File: config.mk
export PLATFORM = sky130hd
export DESIGN_NAME = mux_pipe
export DESIGN_NICKNAME = d
export VERILOG_FILES = /design/src/rtl/mux_pipe_pkg.sv /design/src/rtl/mux_n.sv /design/src/rtl/mux_pipe.sv
export SDC_FILE = /design/constraint.sdc
export NUM_CORES = 1
export LEC_CHECK = 0
export ABC_AREA = 1
export CAP_MARGIN = 0
export CORE_MARGIN = 3
export CORE_UTILIZATION = 40
export DETAILED_ROUTE_END_ITERATION = 8
export GPL_ROUTABILITY_DRIVEN = 1
export PLACE_DENSITY = 0.81
export RECOVER_POWER = 25
export SYNTH_ARGS = -nofsm -noshare
export SYNTH_HDL_FRONTEND = slang
export SYNTH_SLANG_ARGS = --single-unit
File: constraint.sdc
create_clock -name clk -period 4.5 [get_ports clk]
set_clock_uncertainty 0.2 [all_clocks]
set_input_delay 0.45 -clock clk [delete_from_list [all_inputs] [get_ports clk]]
set_output_delay 0.45 -clock clk [all_outputs]
set_load 0.005 [all_outputs]
File: src/rtl/mux_pipe_pkg.sv
// Shared types and helpers for the registered N-way pipeline selector.
package mux_pipe_pkg;

   typedef enum logic [1:0] {
      ST_EMPTY = 2'd0,
      ST_ONE   = 2'd1,
      ST_TWO   = 2'd2
   } state_t;

   // Select width for an n-way mux; never narrower than one bit.
   function automatic int sel_width(input int n);
      return (n <= 2) ? 1 : $clog2(n);
   endfunction

endpackage

File: src/rtl/mux_n.sv
// Combinational NUM_IN:1 word selector; out-of-range select yields zero and raises err.
module mux_n #(
   parameter int WIDTH  = 32,
   parameter int NUM_IN = 4,
   parameter int SEL_W  = 2
) (
   input  logic [NUM_IN*WIDTH-1:0] d,
   input  logic [SEL_W-1:0]        sel,
   output logic [WIDTH-1:0]        y,
   output logic                    err
);

   always_comb begin
      y   = '0;
      err = 1'b1;
      for (int unsigned k = 0; k < NUM_IN; k++) begin
         if (sel == SEL_W'(k)) begin
            y   = d[k*WIDTH +: WIDTH];
            err = 1'b0;
         end
      end
   end

endmodule

File: src/rtl/mux_pipe.sv
// Registered N-way selector stage with valid/ready handshake and a two-entry skid buffer.
module mux_pipe import mux_pipe_pkg::*; #(
   parameter int WIDTH  = 32,
   parameter int NUM_IN = 4,
   parameter int SEL_W  = sel_width(NUM_IN)
) (
   input  logic                    clk,
   input  logic                    rst,
   input  logic                    flush,
   input  logic                    in_valid,
   output logic                    in_ready,
   input  logic [NUM_IN*WIDTH-1:0] d,
   input  logic [SEL_W-1:0]        sel,
   output logic                    out_valid,
   input  logic                    out_ready,
   output logic [WIDTH-1:0]        out,
   output logic                    sel_err
);

   state_t           state_q;
   logic [WIDTH-1:0] main_q;
   logic [WIDTH-1:0] skid_q;
   logic [WIDTH-1:0] word;
   logic             word_err;
   logic             ready_q;
   logic             err_q;
   logic             acc;
   logic             drn;

   mux_n #(
      .WIDTH (WIDTH),
      .NUM_IN(NUM_IN),
      .SEL_W (SEL_W)
   ) u_mux (
      .d  (d),
      .sel(sel),
      .y  (word),
      .err(word_err)
   );

   assign acc = in_valid & ready_q;
   assign drn = (state_q != ST_EMPTY) & out_ready;

   // ready_q tracks the next state so in_ready stays a plain register output.
   always_ff @(posedge clk) begin
      if (rst) begin
         state_q <= ST_EMPTY;
         main_q  <= '0;
         skid_q  <= '0;
         ready_q <= 1'b1;
         err_q   <= 1'b0;
      end else if (flush) begin
         state_q <= ST_EMPTY;
         ready_q <= 1'b1;
         err_q   <= 1'b0;
      end else begin
         err_q <= acc & word_err;
         case (state_q)
            ST_EMPTY: begin
               if (acc) begin
                  main_q  <= word;
                  state_q <= ST_ONE;
               end
            end
            ST_ONE: begin
               if (acc && !drn) begin
                  skid_q  <= word;
                  state_q <= ST_TWO;
                  ready_q <= 1'b0;
               end else if (acc) begin
                  main_q <= word;
               end else if (drn) begin
                  state_q <= ST_EMPTY;
               end
            end
            ST_TWO: begin
               if (drn) begin
                  main_q  <= skid_q;
                  state_q <= ST_ONE;
                  ready_q <= 1'b1;
               end
            end
            default: begin
               state_q <= ST_EMPTY;
               ready_q <= 1'b1;
            end
         endcase
      end
   end

   assign out_valid = (state_q != ST_EMPTY);
   assign in_ready  = ready_q;
   assign out       = main_q;
   assign sel_err   = err_q;

endmodule

==> results of run 1 <==
-- sequential cells by signal, summed over array words and instances (netlist names) --
name / cells
state_q: 2
sel_err: 1
skid_q: 32
out: 32
in_ready: 1
-- where the power goes --
part           total (W)  internal [W]  switching (W)
registers       0.000641      0.000628      0.0000131
logic           0.000361      0.000195       0.000166
clock network   0.000509      0.000288       0.000221
-- worst max-delay path: cells and delay by family --
| family | cells | cell delay [ns] |
|---|---|---|
| AND/OR/NAND/NOR | 5 | 1.43 |
| buffers and inverters | 3 | 1.01 |
-- routing by layer --
| metal | up-vias | wire, um |
|---|---|---|
| met5 | - | 0 |
| met4 | 0 | 154 |
| met1 | 2088 | 5941 |
| li1 | 2493 | - |
| met2 | 168 | 5919 |
| met3 | 13 | 921 |
-- cell type report --
cell class	instances	area [sq um]
sequential	68	1361
clock buffer	15	166.4
timing repair buffer	175	1732
clock inverter	1	30.03
multi-input combinational	544	2495
fill	1025	4262
tap	136	170.2
inverter	41	153.9
-- metrics by stage --
stage	power, W	cells
global route	0.001594	980
finish	0.001511	980
detailed placement	0.001023	964
global placement	0.001021	964
floorplan	0.0008256	703
CTS	0.001528	980
-- path summary, 6_finish.rpt --
check        startpoint          to  depth (start not counted)
max            in_valid  skid_q[18]                          8
min          skid_q[20]  skid_q[20]                          2
max reg2reg  state_q[1]     out[14]                          8
min reg2reg  skid_q[20]  skid_q[20]                          2
-- logic make-up (layout without fill, tap and decap cells) --
kind of cell	after synthesis	count (layout)	synth area share (%)
simple gates	483	483	50.83
buf+inv	91	232	10.24
flops	68	68	31.73
compound gates	60	60	7.115
other cells	1	1	0.08741
-- cells in the mapped netlist (all sizes together) --
cell / number
and2: 23
inv: 41
nand3: 66
or2: 32
o21ai: 56
nand2: 186
nand4: 34
a21oi: 2
buf: 37
conb: 1
clkbuf: 13
a21boi: 2
dfxtp: 68
nor2: 142
==> impl_metrics.env, run 1 <==
export IMPL_htreeDepth=3
export IMPL_numCtsBuffers=9
export IMPL_final_nets=974
export IMPL_utilization_pct=58.90
export IMPL_cpPeakStageDelay_ns=0.71
export IMPL_worst_setup_path_type="in2reg"
export IMPL_synth_top_area_cell="dfxtp_1"
export IMPL_start_util_pct=41.37
export IMPL_grt_ovfl_total=0
export IMPL_synth_area_top_cells="dfxtp_1 (32%), nand2_1 (16%), nor2_1 (12%)"
export IMPL_place_congestion=0.8132
export IMPL_whs_ns=0.2830
export IMPL_hpwl_um=9375
export IMPL_drive_above_1_share_pct=3.910
export IMPL_post_drt_wl_per_cell_um=13.20
export IMPL_yosysTopAreaCellShare_pct=31.73
export IMPL_worstSetupEndpointType="flop"
export IMPL_met3_usage_pct=4.639
export IMPL_vdd_drop_max_mv=0.1647
export IMPL_ant_nets=0
export IMPL_yosysWarnings=0
export IMPL_most_common_layout_cells="nand2_1 (184), clkdlybuf4s50_1 (143), nor2_1 (138), dfxtp_1 (68), nand3_1 (65)"
export IMPL_final_hold_viol_count=0
export IMPL_grt_setup_unrepaired="false"
export IMPL_tritoncts="done"
export IMPL_powerDensity_nw_per_um2=247.4
export IMPL_synth_seq_area_share_pct=31.73
export IMPL_drc=0
export IMPL_cap_violations=0
export IMPL_synth_cell_area_sq_um=4290
export IMPL_setup_ws_ns=1.611
export IMPL_reg2reg_slack_ns=1.72
export IMPL_met2_usage_pct=33.70
export IMPL_viasPerCell=4.859
export IMPL_io_buffers=169
export IMPL_top_usage_layer="met2"
export IMPL_syn_num_nets=838
export IMPL_die_y_um=109.6
export IMPL_grt_util_met1_pct=30.21
export IMPL_fin_tns_setup_ns=0
export IMPL_crit_path_max_fanout=35
export IMPL_required_ns=4.52
export IMPL_max_freq_mhz=346.2
export IMPL_cts_setup_buffers=0
export IMPL_drt_iter0_markers=293
export IMPL_clk_pin_slew_ns=0.06
export IMPL_coreArea_sq_um=10370
export IMPL_grt_pass1_wl_um=20570
export IMPL_design_area_sq_um=6108
export IMPL_grt_pass1_vias=4224
export IMPL_status="finished, final reports clean"
export IMPL_syn_to_final_growth_pct=42.37
export IMPL_ios=170
export IMPL_cts_root_buf="clkbuf_8"
export IMPL_synth_seq_cells=68
export IMPL_clockBufferDepth=2
export IMPL_worstPathCellList="dlygate4sd3_1 > nand2_1 > inv_2 > nand4_4 > nor2_4 > buf_4 > and2_1 > nor2_1"
export IMPL_fin_crit_sh_pct=64.19
export IMPL_critPathArrivalTime_ns=2.91
export IMPL_routed_wl_um=12940
export IMPL_grt_use_total_pct=21.61
export IMPL_rows=37
export IMPL_clkSinkCount=68
export IMPL_setup_violations=0
export IMPL_tightest_slew_ns=0.9986
export IMPL_grt_max_degree=66
export IMPL_synth_cell_types=27
export IMPL_antenna_found_initial=0
export IMPL_cp_start_kind="input pin"
export IMPL_dpl_cell_area_sq_um=5912
export IMPL_clk_latency_ns=0.33
export IMPL_vias=4762
export IMPL_hold_path_class="reg2reg"
export IMPL_period_minus_slack_ns=2.889
export IMPL_place_ws_ns=1.355
export IMPL_max_slew_margin_pct=33.43
export IMPL_synthCells=703
export IMPL_detail_route_first_pass_iterations=5
export IMPL_drv_slew=0
export IMPL_syn_avg_cell_area_sq_um=6.103
export IMPL_diodes=0
export IMPL_mostFrequentLayoutCell="nand2_1"
export IMPL_cts_resized=0
export IMPL_fp_dieW_um=109.6
export IMPL_cts_hold_buffers_added=0
export IMPL_crit_slowest_cell="nor2_4"
export IMPL_power_leakage_nw=2.653
export IMPL_dieArea_sq_um=12000
Power figures use the tool's default switching activity.
==> run 2, diff against run 1 <==
--- a/config.mk
+++ b/config.mk
@@ -11,7 +11,7 @@
 export CORE_UTILIZATION = 40
 export DETAILED_ROUTE_END_ITERATION = 8
 export GPL_ROUTABILITY_DRIVEN = 1
-export PLACE_DENSITY = 0.81
+export PLACE_DENSITY = 0.84
 export RECOVER_POWER = 25
 export SYNTH_ARGS = -nofsm -noshare
 export SYNTH_HDL_FRONTEND = slang
==> constraint.sdc (replaced) <==
create_clock -name clk -period 2.4 [get_ports clk]
set_clock_uncertainty 0.2 [all_clocks]
set_input_delay 0.24 -clock clk [delete_from_list [all_inputs] [get_ports clk]]
set_output_delay 0.24 -clock clk [all_outputs]
set_load 0.005 [all_outputs]
==> impl_metrics.env, run 2 (synthesized netlist as in run 1, its figures left out) <==
export IMPL_place_ws_ns=0.1963
export IMPL_htreeDepth=3
export IMPL_coreArea_sq_um=10370
export IMPL_cts_resized=0
export IMPL_crit_path_max_fanout=4
export IMPL_max_slew_margin_pct=54.33
export IMPL_cap_violations=0
export IMPL_die_y_um=109.6
export IMPL_met2_usage_pct=35.22
export IMPL_setup_violations=0
export IMPL_clk_latency_ns=0.35
export IMPL_worstSetupEndpointType="output port"
export IMPL_drc=0
export IMPL_numCtsBuffers=9
export IMPL_min_to="skid_q[13]"
export IMPL_detail_route_first_pass_iterations=7
export IMPL_fp_dieW_um=109.6
export IMPL_grt_util_met1_pct=32.04
export IMPL_viasPerCell=4.971
export IMPL_critPathArrivalTime_ns=1.47
export IMPL_vdd_drop_max_mv=0.3176
export IMPL_hold_path_depth=2
export IMPL_ios=170
export IMPL_hpwl_um=9854
export IMPL_drv_slew=0
export IMPL_place_congestion=0.8517
export IMPL_nFillCells=973
export IMPL_grt_max_degree=65
export IMPL_diodes=0
export IMPL_timing_rr_end="out[17]"
export IMPL_dpl_cell_area_sq_um=6052
export IMPL_reg2reg_slack_ns=0.59
export IMPL_utilization_pct=60.85
export IMPL_clkSinkCount=68
export IMPL_regToRegStartpoint="state_q[0]"
export IMPL_min_delay_start="skid_q[13]"
export IMPL_most_common_layout_cells="nand2_1 (184), clkdlybuf4s50_1 (145), nor2_1 (138), dfxtp_1 (68), nand3_1 (65)"
export IMPL_tightest_slew_ns=0.6843
export IMPL_ant_nets=0
export IMPL_power_leakage_nw=2.739
export IMPL_io_buffers=169
export IMPL_reg2reg_depth=6
export IMPL_status="finished, final reports clean"
export IMPL_fin_crit_sh_pct=79.52
export IMPL_vias=4906
export IMPL_tritoncts="done"
export IMPL_routed_wl_um=13650
export IMPL_drt_iter0_markers=338
export IMPL_met3_usage_pct=4.639
export IMPL_final_hold_viol_count=0
export IMPL_cp_start_kind="flop"
export IMPL_max_freq_mhz=524.0
export IMPL_cts_root_buf="clkbuf_8"
export IMPL_start_util_pct=41.37
export IMPL_top_usage_layer="met2"
export IMPL_dieArea_sq_um=12000
export IMPL_clk_pin_slew_ns=0.07
export IMPL_period_minus_slack_ns=1.908
export IMPL_grt_setup_unrepaired="false"
export IMPL_drive_above_1_share_pct=5.170
export IMPL_design_area_sq_um=6310
export IMPL_grt_use_total_pct=23.07
export IMPL_hold_path_class="reg2reg"
export IMPL_cts_setup_buffers=0
export IMPL_antenna_found_initial=0
export IMPL_grt_ovfl_total=0
export IMPL_clockBufferDepth=2
export IMPL_cts_hold_buffers_added=0
export IMPL_final_nets=981
export IMPL_grt_pass1_vias=4429
export IMPL_syn_to_final_growth_pct=47.07
export IMPL_powerDensity_nw_per_um2=494.7
export IMPL_setup_ws_ns=0.4915
export IMPL_whs_ns=0.2831
export IMPL_fin_tns_setup_ns=0
export IMPL_required_ns=1.96
export IMPL_mostFrequentLayoutCell="nand2_1"
export IMPL_post_drt_wl_per_cell_um=13.83
export IMPL_grt_pass1_wl_um=22000
export IMPL_worst_setup_path_type="reg2out"
export IMPL_rows=37
run 2: cell types whose count changed in the layout (fill, tap and decap cells not counted), sizes merged:
cell           change
inv                +1
clkdlybuf4s50      +2
clkbuf             -4
buf                +7
dlygate4sd3        -2
bufinv             +2
clkinvlp           +1
run 2: through the flow:
| stage | cells | total power [W] |
|---|---|---|
| 6_report | 987 | 0.003121 |
| 3_3_place_gp | 971 | 0.001935 |
| 4_1_cts | 987 | 0.003139 |
| 2_1_floorplan | 703 | 0.001548 |
| 5_1_grt | 987 | 0.003263 |
| 3_5_place_dp | 971 | 0.001940 |
run 2: area by class of cell:
class	instances	area [sq um]	area share (%)
inverters	41	153.9	2.439
well taps	136	170.2	2.697
clock buffers	11	151.4	2.399
clock inverters	5	106.4	1.686
multi-input cells	544	2495	39.54
repair buffers	182	1872	29.66
flip-flops and latches	68	1361	21.57
run 2: worst max path at each step:
stage / startpoint / to / slack, ns / cells after the start
global route: sel[1] / out[17] / 0.33 / 8
global placement: sel[1] / skid_q[17] / 0.23 / 7
detailed placement: sel[1] / skid_q[14] / 0.20 / 7
floorplan: in_ready / skid_q[17] / 0.95 / 7
CTS: state_q[0] / out_valid / 0.48 / 3
finish: state_q[0] / out_valid / 0.49 / 3
run 2: metal layers:
metal / part of all wire (%) / wire length, um / vias up
met1: 45 / 6140 / 2177
met4: 2.5 / 340 / 0
met3: 7.2 / 978 / 22
met2: 45 / 6191 / 198
met5: 0 / 0 / -
li1: - / - / 2509
run 2: where the power goes:
| part | switching [W] | total (W) | internal, W |
|---|---|---|---|
| clock | 0.000464 | 0.00121 | 0.000751 |
| combinational | 0.000319 | 0.000703 | 0.000383 |
| sequential | 0.0000261 | 0.00120 | 0.00118 |
run 2: critical path, stage by stage, from the launching register on:
cell and delay [ns]:
dfxtp_1 0.45, inv_1 0.06, nand2_1 0.10, clkdlybuf4s50_1 0.51
